### src/rtl/acc_cmd_if.sv
`default_nettype none
// ============================================================================
// Module   : acc_cmd_if
// Function : CPU-facing command/configuration interface for an accelerator.
//            Decodes a small register map, sequences the three-word
//            configuration load, supervises the run with a timeout counter,
//            and arbitrates the shared data memory port between the CPU and
//            the accelerator.
// Revision : 1.0 - initial release
// ============================================================================
module acc_cmd_if #(
  parameter logic [15:0] TIMEOUT_CYC = 16'hFFFF
) (
  input  logic        clk,
  input  logic        rst,
  // CPU data port
  input  logic [31:0] cpu_addr_i,
  input  logic [31:0] cpu_wdata_i,
  input  logic        cpu_we_i,
  input  logic        cpu_re_i,
  output logic [31:0] cpu_rdata_o,
  output logic        cpu_stall_o,
  // Accelerator control
  output logic        acc_enable_o,
  output logic [31:0] acc_addr_o,
  output logic [31:0] acc_data_o,
  input  logic        acc_done_i,
  // Accelerator memory request
  input  logic [13:0] acc_mem_addr_i,
  input  logic        acc_wenb_i,
  input  logic        acc_renb_i,
  input  logic [3:0]  acc_webb_i,
  input  logic [31:0] acc_wdata_i,
  // Shared data memory port
  output logic [13:0] dmem_addr_o,
  output logic [3:0]  dmem_webb_o,
  output logic [31:0] dmem_wdata_o,
  input  logic [31:0] dmem_rdata_i,
  // Completion interrupt
  output logic        irq_o
);

  localparam logic [31:0] c_ADDR_CFG0   = 32'h0008_0000;
  localparam logic [31:0] c_ADDR_CFG1   = 32'h000C_0000;
  localparam logic [31:0] c_ADDR_CMD    = 32'h0010_0000;
  localparam logic [31:0] c_ADDR_STATUS = 32'h0014_0000;
  localparam logic [31:0] c_START_WORD  = 32'h0000_0001;
  localparam logic [15:0] c_CNT_LAST    = TIMEOUT_CYC - 16'd1;

  typedef enum logic [2:0] {
    S_IDLE  = 3'd0,
    S_LOAD0 = 3'd1,
    S_LOAD1 = 3'd2,
    S_LOAD2 = 3'd3,
    S_RUN   = 3'd4,
    S_DONE  = 3'd5
  } state_t;

  state_t      state_q, state_d;
  logic [31:0] cfg0_q, cfg0_d;
  logic [31:0] cfg1_q, cfg1_d;
  logic [15:0] cnt_q, cnt_d;
  logic        done_q, done_d;
  logic        timeout_q, timeout_d;
  logic        err_q, err_d;

  logic        w_hit_cfg0, w_hit_cfg1, w_hit_cmd, w_hit_status, w_hit_map;
  logic        w_dmem_tgt, w_busy;
  logic        w_wr_cfg0, w_wr_cfg1, w_wr_cmd;
  logic        w_cmd_start, w_cmd_clear, w_cmd_abort;
  logic        w_err_evt;
  logic [31:0] w_status;
  logic        w_unused;

  // The read-enable from the accelerator carries no information for this
  // port: reads are implied by the address being presented.
  assign w_unused = acc_renb_i;

  // Full 32-bit decode; every other address belongs to the data memory.
  assign w_hit_cfg0   = (cpu_addr_i == c_ADDR_CFG0);
  assign w_hit_cfg1   = (cpu_addr_i == c_ADDR_CFG1);
  assign w_hit_cmd    = (cpu_addr_i == c_ADDR_CMD);
  assign w_hit_status = (cpu_addr_i == c_ADDR_STATUS);
  assign w_hit_map    = w_hit_cfg0 | w_hit_cfg1 | w_hit_cmd | w_hit_status;
  assign w_dmem_tgt   = (cpu_we_i | cpu_re_i) & ~w_hit_map;

  assign w_busy = (state_q == S_LOAD0) | (state_q == S_LOAD1) |
                  (state_q == S_LOAD2) | (state_q == S_RUN);

  assign w_wr_cfg0   = cpu_we_i & w_hit_cfg0;
  assign w_wr_cfg1   = cpu_we_i & w_hit_cfg1;
  assign w_wr_cmd    = cpu_we_i & w_hit_cmd;
  assign w_cmd_start = w_wr_cmd & cpu_wdata_i[0];
  assign w_cmd_clear = w_wr_cmd & cpu_wdata_i[1];
  assign w_cmd_abort = w_wr_cmd & cpu_wdata_i[2];

  // Configuration or start attempts outside IDLE are flagged; a start bit
  // riding along with a clear in DONE is silently dropped, not an error.
  assign w_err_evt = (state_q != S_IDLE) &
                     (w_wr_cfg0 | w_wr_cfg1 |
                      (w_cmd_start & ~((state_q == S_DONE) & w_cmd_clear)));

  assign w_status = {28'd0, err_q, timeout_q, done_q, w_busy};

  // State, configuration, counter and status registers.
  always_ff @(posedge clk) begin
    if (rst) begin
      state_q   <= S_IDLE;
      cfg0_q    <= 32'd0;
      cfg1_q    <= 32'd0;
      cnt_q     <= 16'd0;
      done_q    <= 1'b0;
      timeout_q <= 1'b0;
      err_q     <= 1'b0;
    end else begin
      state_q   <= state_d;
      cfg0_q    <= cfg0_d;
      cfg1_q    <= cfg1_d;
      cnt_q     <= cnt_d;
      done_q    <= done_d;
      timeout_q <= timeout_d;
      err_q     <= err_d;
    end
  end

  // Next-state logic: sequencing, config latching, run supervision, status.
  always_comb begin
    state_d   = state_q;
    cfg0_d    = cfg0_q;
    cfg1_d    = cfg1_q;
    cnt_d     = cnt_q;
    done_d    = done_q;
    timeout_d = timeout_q;
    err_d     = err_q;

    if (w_err_evt) begin
      err_d = 1'b1;
    end

    case (state_q)
      S_IDLE: begin
        if (w_wr_cfg0) begin
          cfg0_d = cpu_wdata_i;
        end
        if (w_wr_cfg1) begin
          cfg1_d = cpu_wdata_i;
        end
        if (w_cmd_clear) begin
          err_d = 1'b0;
        end
        if (w_cmd_start) begin
          state_d = S_LOAD0;
        end
      end
      S_LOAD0: state_d = S_LOAD1;
      S_LOAD1: state_d = S_LOAD2;
      S_LOAD2: begin
        // Counter starts from zero on the first RUN cycle.
        cnt_d   = 16'd0;
        state_d = S_RUN;
      end
      S_RUN: begin
        cnt_d = cnt_q + 16'd1;
        if (acc_done_i) begin
          state_d = S_DONE;
          done_d  = 1'b1;
        end else if (cnt_q == c_CNT_LAST) begin
          state_d   = S_DONE;
          done_d    = 1'b1;
          timeout_d = 1'b1;
        end else if (w_cmd_abort) begin
          state_d = S_IDLE;
        end
      end
      S_DONE: begin
        if (w_cmd_clear) begin
          state_d   = S_IDLE;
          done_d    = 1'b0;
          timeout_d = 1'b0;
          err_d     = 1'b0;
        end
      end
      default: state_d = S_IDLE;
    endcase
  end

  // Accelerator-facing outputs decoded from the current state.
  always_comb begin
    acc_enable_o = 1'b0;
    acc_addr_o   = 32'd0;
    acc_data_o   = 32'd0;
    irq_o        = 1'b0;
    case (state_q)
      S_LOAD0: begin
        acc_enable_o = 1'b1;
        acc_addr_o   = c_ADDR_CFG0;
        acc_data_o   = cfg0_q;
      end
      S_LOAD1: begin
        acc_enable_o = 1'b1;
        acc_addr_o   = c_ADDR_CFG1;
        acc_data_o   = cfg1_q;
      end
      S_LOAD2: begin
        acc_enable_o = 1'b1;
        acc_addr_o   = c_ADDR_CMD;
        acc_data_o   = c_START_WORD;
      end
      S_RUN:   acc_enable_o = 1'b1;
      S_DONE:  irq_o        = 1'b1;
      default: acc_enable_o = 1'b0;
    endcase
  end

  // CPU stall, data memory arbitration and CPU read-data mux.
  always_comb begin
    cpu_stall_o = w_busy & w_dmem_tgt;

    if (state_q == S_RUN) begin
      dmem_addr_o  = acc_mem_addr_i;
      dmem_webb_o  = acc_wenb_i ? acc_webb_i : 4'h0;
      dmem_wdata_o = acc_wdata_i;
    end else begin
      // Register-map stores and stalled stores never reach the memory.
      dmem_addr_o  = cpu_addr_i[15:2];
      dmem_webb_o  = (cpu_we_i & w_dmem_tgt & ~cpu_stall_o) ? 4'hF : 4'h0;
      dmem_wdata_o = cpu_wdata_i;
    end

    if (w_hit_cfg0) begin
      cpu_rdata_o = cfg0_q;
    end else if (w_hit_cfg1) begin
      cpu_rdata_o = cfg1_q;
    end else if (w_hit_status) begin
      cpu_rdata_o = w_status;
    end else if (w_hit_cmd) begin
      cpu_rdata_o = 32'd0;
    end else begin
      cpu_rdata_o = dmem_rdata_i;
    end
  end

endmodule
`default_nettype wire

### config.mk
export PLATFORM = sky130hd
export DESIGN_NAME = acc_cmd_if
export DESIGN_NICKNAME = d
export VERILOG_FILES = /design/src/rtl/acc_cmd_if.sv
export SDC_FILE = /design/constraint.sdc
export NUM_CORES = 1
export LEC_CHECK = 0
export CAP_MARGIN = 10
export CORE_ASPECT_RATIO = 2
export CORE_MARGIN = 1.5
export CORE_UTILIZATION = 36
export DETAILED_ROUTE_END_ITERATION = 8
export PLACE_DENSITY = 0.85
export SLEW_MARGIN = 20
export SYNTH_ARGS = -nofsm -noshare
export SYNTH_HDL_FRONTEND = slang
export SYNTH_SLANG_ARGS = --single-unit
### constraint.sdc
create_clock -name clk -period 2.2 [get_ports clk]
set_input_delay 0.22 -clock clk [delete_from_list [all_inputs] [get_ports clk]]
set_output_delay 0.22 -clock clk [all_outputs]
set_load 0.02 [all_outputs]
==> metrics.yaml, run 1 <==
floorplan:
  core_mm2: 0.0148
  die_height_um: 177
  ioPinCount: 302
  rows: 63
  fp.dieArea_mm2: 0.0160
  chipWidth_um: 90.1
  start_util_pct: 36.9
grt:
  grt_pass1_wl_mm: 38.5
  grt_max_degree: 53
  overflow: 0
  grt_pass1_vias: 7263
  antenna_found_initial: 0
  track_usage_pct: 30.9
timing:
  fin_crit_sh_pct: 112
  finClkSkew_ps: 10.4
  worst_pin_slew_ps: 715
  hold_viol: 0
  min_period_ps: 2460
  max_slew_margin_pct: 52.3
  finalSetupViolations: 128
  max_freq_mhz: 406
  worst_slack_ps: -264
  rsz0062_at_grt: "true"
  drv_slew: 0
  whs_ps: 432
final_layout:
  drive_gt1_share_pct: 41.7
  final.fill_count: 1018
  fin_util_pct: 73.9
  stdcell_count: 1341
  mostFrequentLayoutCells: "nand2_1 (170), clkdlybuf4s50_1 (120), buf_6 (97)"
  design_area_mm2: 0.0109
  finalNetCount: 1298
  antenna_cells: 0
  final_common_cell: "nand2_1"
  syn_to_final_growth_pct: 100
logic_synthesis:
  ys_seq_elements: 86
  synthDistinctLibCells: 59
  synth_warnings: 0
  async_flop_share_pct: 0
  syn_area_mm2: 0.00546
  netlist_instances: 769
  synth_edf_count: 0
  syn_avg_cell_area_um2: 7.10
  yosys_most_used_dff: "dfxtp_1"
  ys_seq_area_share_pct: 31.5
drt:
  vias_per_cell: 5.59
  routed_wl_mm: 28.5
  vias: 7497
  drt_pass1_iterations: 5
  postRouteAntennaNets: 0
  drc: 0
  drt_iter0_drc: 539
  routedWlPerCell_um: 21.2
power_and_ir_drop:
  powerDensity_mw_per_mm2: 413
  ir_worst_vdd_v: 0.000547
  power_leakage_nw: 4.75
cts:
  cts.path.max_buffers: 2
  cts_buffers: 9
  cts_tree: "built"
  htreeDepth: 3
  root_buffer: "clkbuf_16"
  clkSinkCount: 86
  clkSlewWorstSetupHoldPaths_ps: 70
  clk_latency_ps: 340
  ctsHoldBuffers: 0
run_status:
  status: "finished, violations left"
  failed_checks: "negative setup slack"
min_path:
  min_path_type: "in2reg"
placement:
  globalplace.congestion: 0.864
  portBuffers: 271
  dpl.hpwl_mm: 16.7
  dp_cells: 1253
  placed_cell_area_mm2: 0.00888
  pre_cts_slack_ps: -1140
job:
  drv_cap: 0
critical_path:
  endpoint_kind: "flip-flop"
  crit_type: "reg2reg"
  cp_data_arrival_time_ps: 2680
  cp-start-kind: "flip-flop"
  path_max_fanout: 8
  worstPathRequired_ps: 2420
==> synthesized netlist by cell type, types with 3 or more instances <==
cell type / number / area [um2]
a21o_1: 3 / 22.5
o21ai_0: 11 / 55.1
inv_1: 8 / 30.0
nand4_1: 3 / 18.8
nor3_1: 4 / 20.0
a31oi_1: 3 / 18.8
mux2_1: 4 / 45.0
nand2_1: 249 / 935
or3_1: 3 / 18.8
o21ai_1: 29 / 145
nor2b_1: 8 / 50.1
nand3b_1: 3 / 22.5
buf_2: 9 / 45.0
o31ai_1: 5 / 37.5
a22o_1: 31 / 272
nor4_1: 11 / 68.8
clkbuf_1: 39 / 146
dfxtp_1: 86 / 1720
a21oi_1: 49 / 245
a32oi_1: 4 / 35.0
a31o_1: 4 / 35.0
mux2i_1: 32 / 320
a22oi_1: 28 / 210
buf_4: 29 / 218
buf_8: 3 / 45.0
buf_6: 5 / 56.3
a311oi_1: 4 / 35.0
nand3_1: 11 / 55.1
nor2_1: 54 / 203
==> critical path, stage by stage, from the launching register on <==
cell and delay (ps):
dfxtp_2 340, buf_6 110, or3_4 380, buf_6 140, or4_4 450, or4_4 520, clkbuf_16 230, nand2_1 90
a21oi_1 80
==> where the power goes <==
| part | total (mW) | internal [mW] | switching [mW] |
|---|---|---|---|
| Sequential | 1.57 | 1.56 | 0.00595 |
| Clock | 1.72 | 1.10 | 0.621 |
| Combinational | 1.24 | 0.615 | 0.622 |
==> stage by stage <==
stage / power (mW) / TNS, ps
2_1_floorplan: 2.08 / -153
3_3_place_gp: 2.71 / -74820
3_5_place_dp: 2.72 / -73430
4_1_cts: 4.41 / -8430
5_1_grt: 4.66 / -23410
6_report: 4.53 / -17140
==> worst paths after layout <==
check,startpoint,end,slack (ps),depth (start not counted)
max,state_q[1],cfg1_q[0],-260,8
min reg2reg,cnt_q[13],cnt_q[13],460,2
min,rst,cnt_q[0],430,2
max reg2reg,state_q[1],cfg1_q[0],-260,8
==> per-layer routing <==
layer | GRT usage, % | vias up | routed length [um]
met2 | 60.0 | 450 | 15300
met5 | 0 | - | 0
met3 | 7.00 | 121 | 1990
met1 | 29.3 | 3574 | 9400
li1 | - | 3352 | -
met4 | 17.1 | 0 | 1790
==> sequential cells by signal, summed over array words and instances, names as in the netlist <==
signal and count:
cnt_q 16, timeout_q 1, done_q 1, cfg0_q 32
err_q 1, cfg1_q 32, state_q 3
==> area by class of cell <==
class                      count  area (um2)  area share (%)
tap                          195         244            2.23
clock buffer                  10         229            2.09
clock inverter                 4        97.6           0.892
multi-input combinational    617        4280            39.1
inverter                       9        33.8           0.309
sequential                    86        1720            15.8
timing repair buffer         420        4340            39.7
==> logic make-up after synthesis <==
family	synth area share, %
other cells	0.0686
xor+xnor	0.160
buf+inv	9.96
flops	31.5
mux	6.69
simple gates	29.5
compound gates	21.7
fa+ha+maj	0.458
==> what timing repair did <==
action | in CTS | in global routing
endpoints found under the setup margin | 182 | 164
resized for setup | 559 | 352
cloned | 12 | 11
setup buffers | 34 | 21
pin swaps | 31 | 75
Note: power is estimated with default switching activity, not from simulation.
==> run 2: changes to the inputs <==
Settings changed: CORE_MARGIN 1.5 to 4.
==> run 2 against run 1 <==
Compared with the run above:
- the run still ends with negative setup slack left
- flip-flop and latch count unchanged
- via count fell by 5.6%
- non-clock buffer count shrank 46
- highest routed layer unchanged
==> metrics.yaml, run 2 (same netlist as run 1, synthesis figures left out) <==
run_status:
  status: "finished, violations left"
  failed_checks: "negative setup slack"
drt:
  drc: 0
  drt_iter0_drc: 402
  vias: 7078
  postRouteAntennaNets: 0
  routedWlPerCell_um: 20.5
  drt_pass1_iterations: 5
  routed_wl_mm: 26.7
  vias_per_cell: 5.46
grt:
  grt_pass1_wl_mm: 37.0
  overflow: 0
  track_usage_pct: 27.8
  antenna_found_initial: 0
  grt_max_degree: 68
  grt_pass1_vias: 6961
placement:
  dpl.hpwl_mm: 16.4
  globalplace.congestion: 0.930
  portBuffers: 271
  dp_cells: 1243
  placed_cell_area_mm2: 0.00881
floorplan:
  fp.dieArea_mm2: 0.0173
  rows: 63
  die_height_um: 182
  ioPinCount: 302
  start_util_pct: 36.7
  core_mm2: 0.0149
  chipWidth_um: 95.1
cts:
  clkSlewWorstSetupHoldPaths_ps: 60
  clkSinkCount: 86
  cts_tree: "built"
  ctsHoldBuffers: 0
  cts.path.max_buffers: 2
  clk_latency_ps: 330
  cts_buffers: 9
  root_buffer: "clkbuf_16"
  htreeDepth: 3
critical_path:
  worstPathRequired_ps: 2410
  endpoint_kind: "flip-flop"
  path_max_fanout: 8
  cp_top_family: "simple AND/OR/NAND/NOR gates"
  crit_buf_inv: 3
  rr_startpoint: "state_q[1]"
  rrSetupSlack_ps: -130
  r2r_end: "cfg1_q[4]"
  path_cells: "or3_4, buf_6, or4_4, or4_4, buf_12, clkbuf_16, nand2_4, a21oi_2"
  reg2regPathDepth: 8
  cp-start-kind: "flip-flop"
  crit_top_cell: "or4_4"
  crit_type: "reg2reg"
  critical-path-slowest-cell: "or4_4"
  cp_data_arrival_time_ps: 2540
  max_stage_delay_ps: 470
final_layout:
  syn_to_final_growth_pct: 84.1
  antenna_cells: 0
  mostFrequentLayoutCells: "nand2_1 (200), clkdlybuf4s50_1 (121), dfxtp_1 (84)"
  final.fill_count: 1208
  top_regs: "cfg0_q (32), cfg1_q (32), cnt_q (16)"
  finalNetCount: 1252
  stdcell_count: 1297
  design_area_mm2: 0.0101
  final_common_cell: "nand2_1"
  drive_gt1_share_pct: 36.8
power_and_ir_drop:
  powerDensity_mw_per_mm2: 406
  ir_worst_vdd_v: 0.000364
  power_leakage_nw: 4.30
timing:
  finClkSkew_ps: 5.68
  rsz0062_at_grt: "true"
  finalSetupViolations: 96
  fin_crit_sh_pct: 106
  min_period_ps: 2330
  fin_tns_setup_ps: -6560
  max_freq_mhz: 430
  drv_slew: 0
  worst_slack_ps: -127
  hold_viol: 0
min_path:
  holdPathEnd: "cfg0_q[1]"
  hold_depth: 2
  min_from: "rst"
  min_path_type: "in2reg"
job:
  drv_cap: 0
==> run 2: changes by cell type in the layout (fill, tap and decap cells not counted), sizes merged <==
cell           previous run  this run
clkdlybuf4s50           120       121
buf                     230       150
bufinv                    3         0
clkbuf                   65        86
clkinvlp                  1         0
dlygate4sd2               6        13
clkinv                    0         5
clkdlybuf4s15             7        13
==> run 2: worst max-delay path by stage <==
stage / from / endpoint / slack, ps / depth (start not counted)
6_report: state_q[1] / cfg1_q[4] / -130 / 8
5_1_grt: state_q[1] / cfg0_q[21] / -220 / 9
4_1_cts: state_q[1] / cfg1_q[28] / -120 / 7
3_5_place_dp: cpu_addr_i[6] / cpu_rdata_o[1] / -990 / 10
3_3_place_gp: cpu_addr_i[6] / cpu_rdata_o[1] / -950 / 10
2_1_floorplan: cpu_addr_i[9] / cpu_rdata_o[31] / -60 / 7
==> run 2: power breakdown <==
group / leakage, nW / total, mW / switching, mW / internal, mW
combinational: 3.48 / 1.13 / 0.586 / 0.539
clock: 0.133 / 1.39 / 0.625 / 0.768
sequential: 0.693 / 1.57 / 0.00435 / 1.56
total: 4.30 / 4.09 / 1.21 / 2.87
==> run 2: stage by stage <==
step / util [%] / power (mW) / hold WS (ps) / setup slack, ps
finish: 67.5 / 4.09 / 290 / -127
global route: 67.5 / 4.22 / 315 / -222
CTS: 66.2 / 4.09 / 272 / -125
detailed placement: 59.1 / 2.72 / 459 / -986
global placement: 59.1 / 2.71 / 438 / -953
floorplan: - / 2.08 / 360 / -59.3
==> run 2: cell type report <==
| class | count | area, um2 | area share, % |
|---|---|---|---|
| multi-input cells | 617 | 4140 | 41.2 |
| clock inverters | 5 | 36.3 | 0.361 |
| repair buffers | 374 | 3640 | 36.2 |
| clock buffers | 11 | 233 | 2.31 |
| inverters | 9 | 33.8 | 0.336 |
| flip-flops and latches | 86 | 1720 | 17.1 |
| well taps | 195 | 244 | 2.43 |
==> run 2: layer usage <==
layer / vias to the layer above / wire [um] / global-route usage, %
met5: - / 0 / 0
met1: 3376 / 8770 / 27.7
met2: 363 / 14700 / 52.3
met4: 0 / 1240 / 15.2
met3: 78 / 1940 / 4.70
li1: 3261 / - / -
==> run 2: repair_timing <==
item,in CTS,in global routing
endpoints found under the setup margin,180,169
endpoints found under the hold margin,0,0
pin swaps,49,68
cloned,12,7
gates resized for setup,475,251
buffers inserted,16,8
==> run 2: worst reg2reg max path: cells and delay by family, from the launching register on <==
kind,cells,cell delay (ps)
AND/OR/NAND/NOR,4,1360
buffers and inverters,3,480
flip-flops,1,320
AO/OA/AOI/OAI,1,50
==> run 3: changes to the inputs <==
Settings changed: PLACE_DENSITY 0.85 to not set, PLACE_DENSITY_LB_ADDON set to 0.1, SLEW_MARGIN 20 to 25.
==> run 3 against run 2 <==
Compared with the run above:
- the flow still finishes with violations (negative setup slack)
- worst hold slack improved by 88 ps
- die area did not move
- clock power rose by 23%
- flip-flop and latch count did not move
- sequential power barely moved
- clock-buffer cell count did not move
- non-clock buffer count rose by 26
- via count rose by 0.90%
- cell count rose by 2.0%
==> metrics.yaml, run 3 (same netlist as run 1, synthesis figures left out) <==
power_and_ir_drop:
  powerDensity_mw_per_mm2: 422
  power_leakage_nw: 4.33
  ir_worst_vdd_v: 0.000451
drt:
  vias: 7142
  routedWlPerCell_um: 20.5
  routed_wl_mm: 27.1
  postRouteAntennaNets: 0
  drt_pass1_iterations: 5
  drc: 0
  drt_iter0_drc: 339
  vias_per_cell: 5.40
final_layout:
  final.fill_count: 1193
  syn_to_final_growth_pct: 93.5
  mostFrequentLayoutCells: "nand2_1 (206), clkdlybuf4s50_1 (121), dfxtp_1 (85)"
  top_regs: "cfg0_q (32), cfg1_q (32), cnt_q (16)"
  final_common_cell: "nand2_1"
  fin_util_pct: 70.9
  antenna_cells: 0
  finalNetCount: 1278
  drive_gt1_share_pct: 38.8
floorplan:
  die_height_um: 182
  start_util_pct: 36.7
  ioPinCount: 302
  fp.dieArea_mm2: 0.0173
  rows: 63
  core_mm2: 0.0149
  chipWidth_um: 95.1
critical_path:
  worstPathRequired_ps: 1980
  cp_data_arrival_time_ps: 2150
  endpoint_kind: "output port"
  path_max_fanout: 5
  crit_type: "in2out"
  cp-start-kind: "input port"
grt:
  antenna_found_initial: 0
  overflow: 0
  grt_pass1_vias: 7091
  grt_pass1_wl_mm: 38.7
  track_usage_pct: 29.2
  grt_max_degree: 38
cts:
  htreeDepth: 3
  clkSlewWorstSetupHoldPaths_ps: 60
  root_buffer: "clkbuf_16"
  ctsHoldBuffers: 0
  clkSinkCount: 86
  cts.path.max_buffers: 2
  cts_buffers: 9
  clk_latency_ps: 340
  cts_tree: "built"
timing:
  whs_ps: 378
  fin_crit_sh_pct: 108
  finalSetupViolations: 108
  max_freq_mhz: 422
  hold_viol: 0
  drv_slew: 0
  min_period_ps: 2370
  max_slew_margin_pct: 60.3
  finClkSkew_ps: 9.45
  fin_tns_setup_ps: -7660
  worst_pin_slew_ps: 595
  worst_slack_ps: -168
  rsz0062_at_grt: "true"
placement:
  pre_cts_slack_ps: -1100
  globalplace.congestion: 0.904
  dpl.hpwl_mm: 16.6
  portBuffers: 271
run_status:
  status: "finished, violations left"
  failed_checks: "negative setup slack"
job:
  drv_cap: 0
min_path:
  min_path_type: "in2reg"
## run 3: cell type report
| class | count | area, um2 | area share [%] |
|---|---|---|---|
| inverters | 9 | 33.8 | 0.320 |
| multi-input cells | 617 | 4160 | 39.3 |
| clock inverters | 5 | 81.3 | 0.769 |
| flip-flops and latches | 86 | 1720 | 16.3 |
| clock buffers | 11 | 253 | 2.39 |
| repair buffers | 400 | 4080 | 38.6 |
| well taps | 195 | 244 | 2.31 |
## run 3: critical path, cell delays in order
cell,delay [ps]
clkdlybuf4s15_1,200
nor4_4,260
nand3_2,110
buf_6,130
buf_6,110
nor4_4,310
buf_6,160
buf_12,100
buf_12,100
buf_12,110
buf_6,90
nand2_2,40
o21ai_2,60
buf_6,130
## run 3: final timing paths
kind	startpoint	endpoint	slack, ps	cells past startpoint
setup / recovery	cpu_addr_i[27]	cpu_rdata_o[15]	-170	14
setup reg to reg	state_q[1]	cfg1_q[24]	-120	7
hold / removal	rst	cfg0_q[21]	380	2
hold reg to reg	cnt_q[13]	cnt_q[13]	460	2
## run 3: where the power goes
group / switching [mW] / internal (mW) / leakage, nW
Clock: 0.649 / 1.06 / 0.162
Sequential: 0.00394 / 1.56 / 0.693
Combinational: 0.606 / 0.579 / 3.47
## run 3: metrics by stage
stage                     cells  power [mW]  area [um2]
after detailed placement   1244        2.73        8780
after floorplan             797        2.08        5670
after CTS                  1304        4.38       10100
final                      1323        4.46       10600
after global routing       1323        4.59       10600
after global placement     1244        2.73        8780
## run 3: layer usage
metal | global-route usage [%] | share of wire [%] | vias up
met2 | 53.9 | 54 | 338
met3 | 6.02 | 7.0 | 82
met1 | 30.5 | 34 | 3397
met5 | 0 | 0 | -
li1 | - | - | 3325
met4 | 13.1 | 4.5 | 0
## run 3: what timing repair did
item / CTS / global route
gates resized for setup: 551 / 282
buffers inserted: 29 / 21
gates cloned: 16 / 6
endpoints found under the setup margin: 180 / 169
pin swaps: 40 / 51
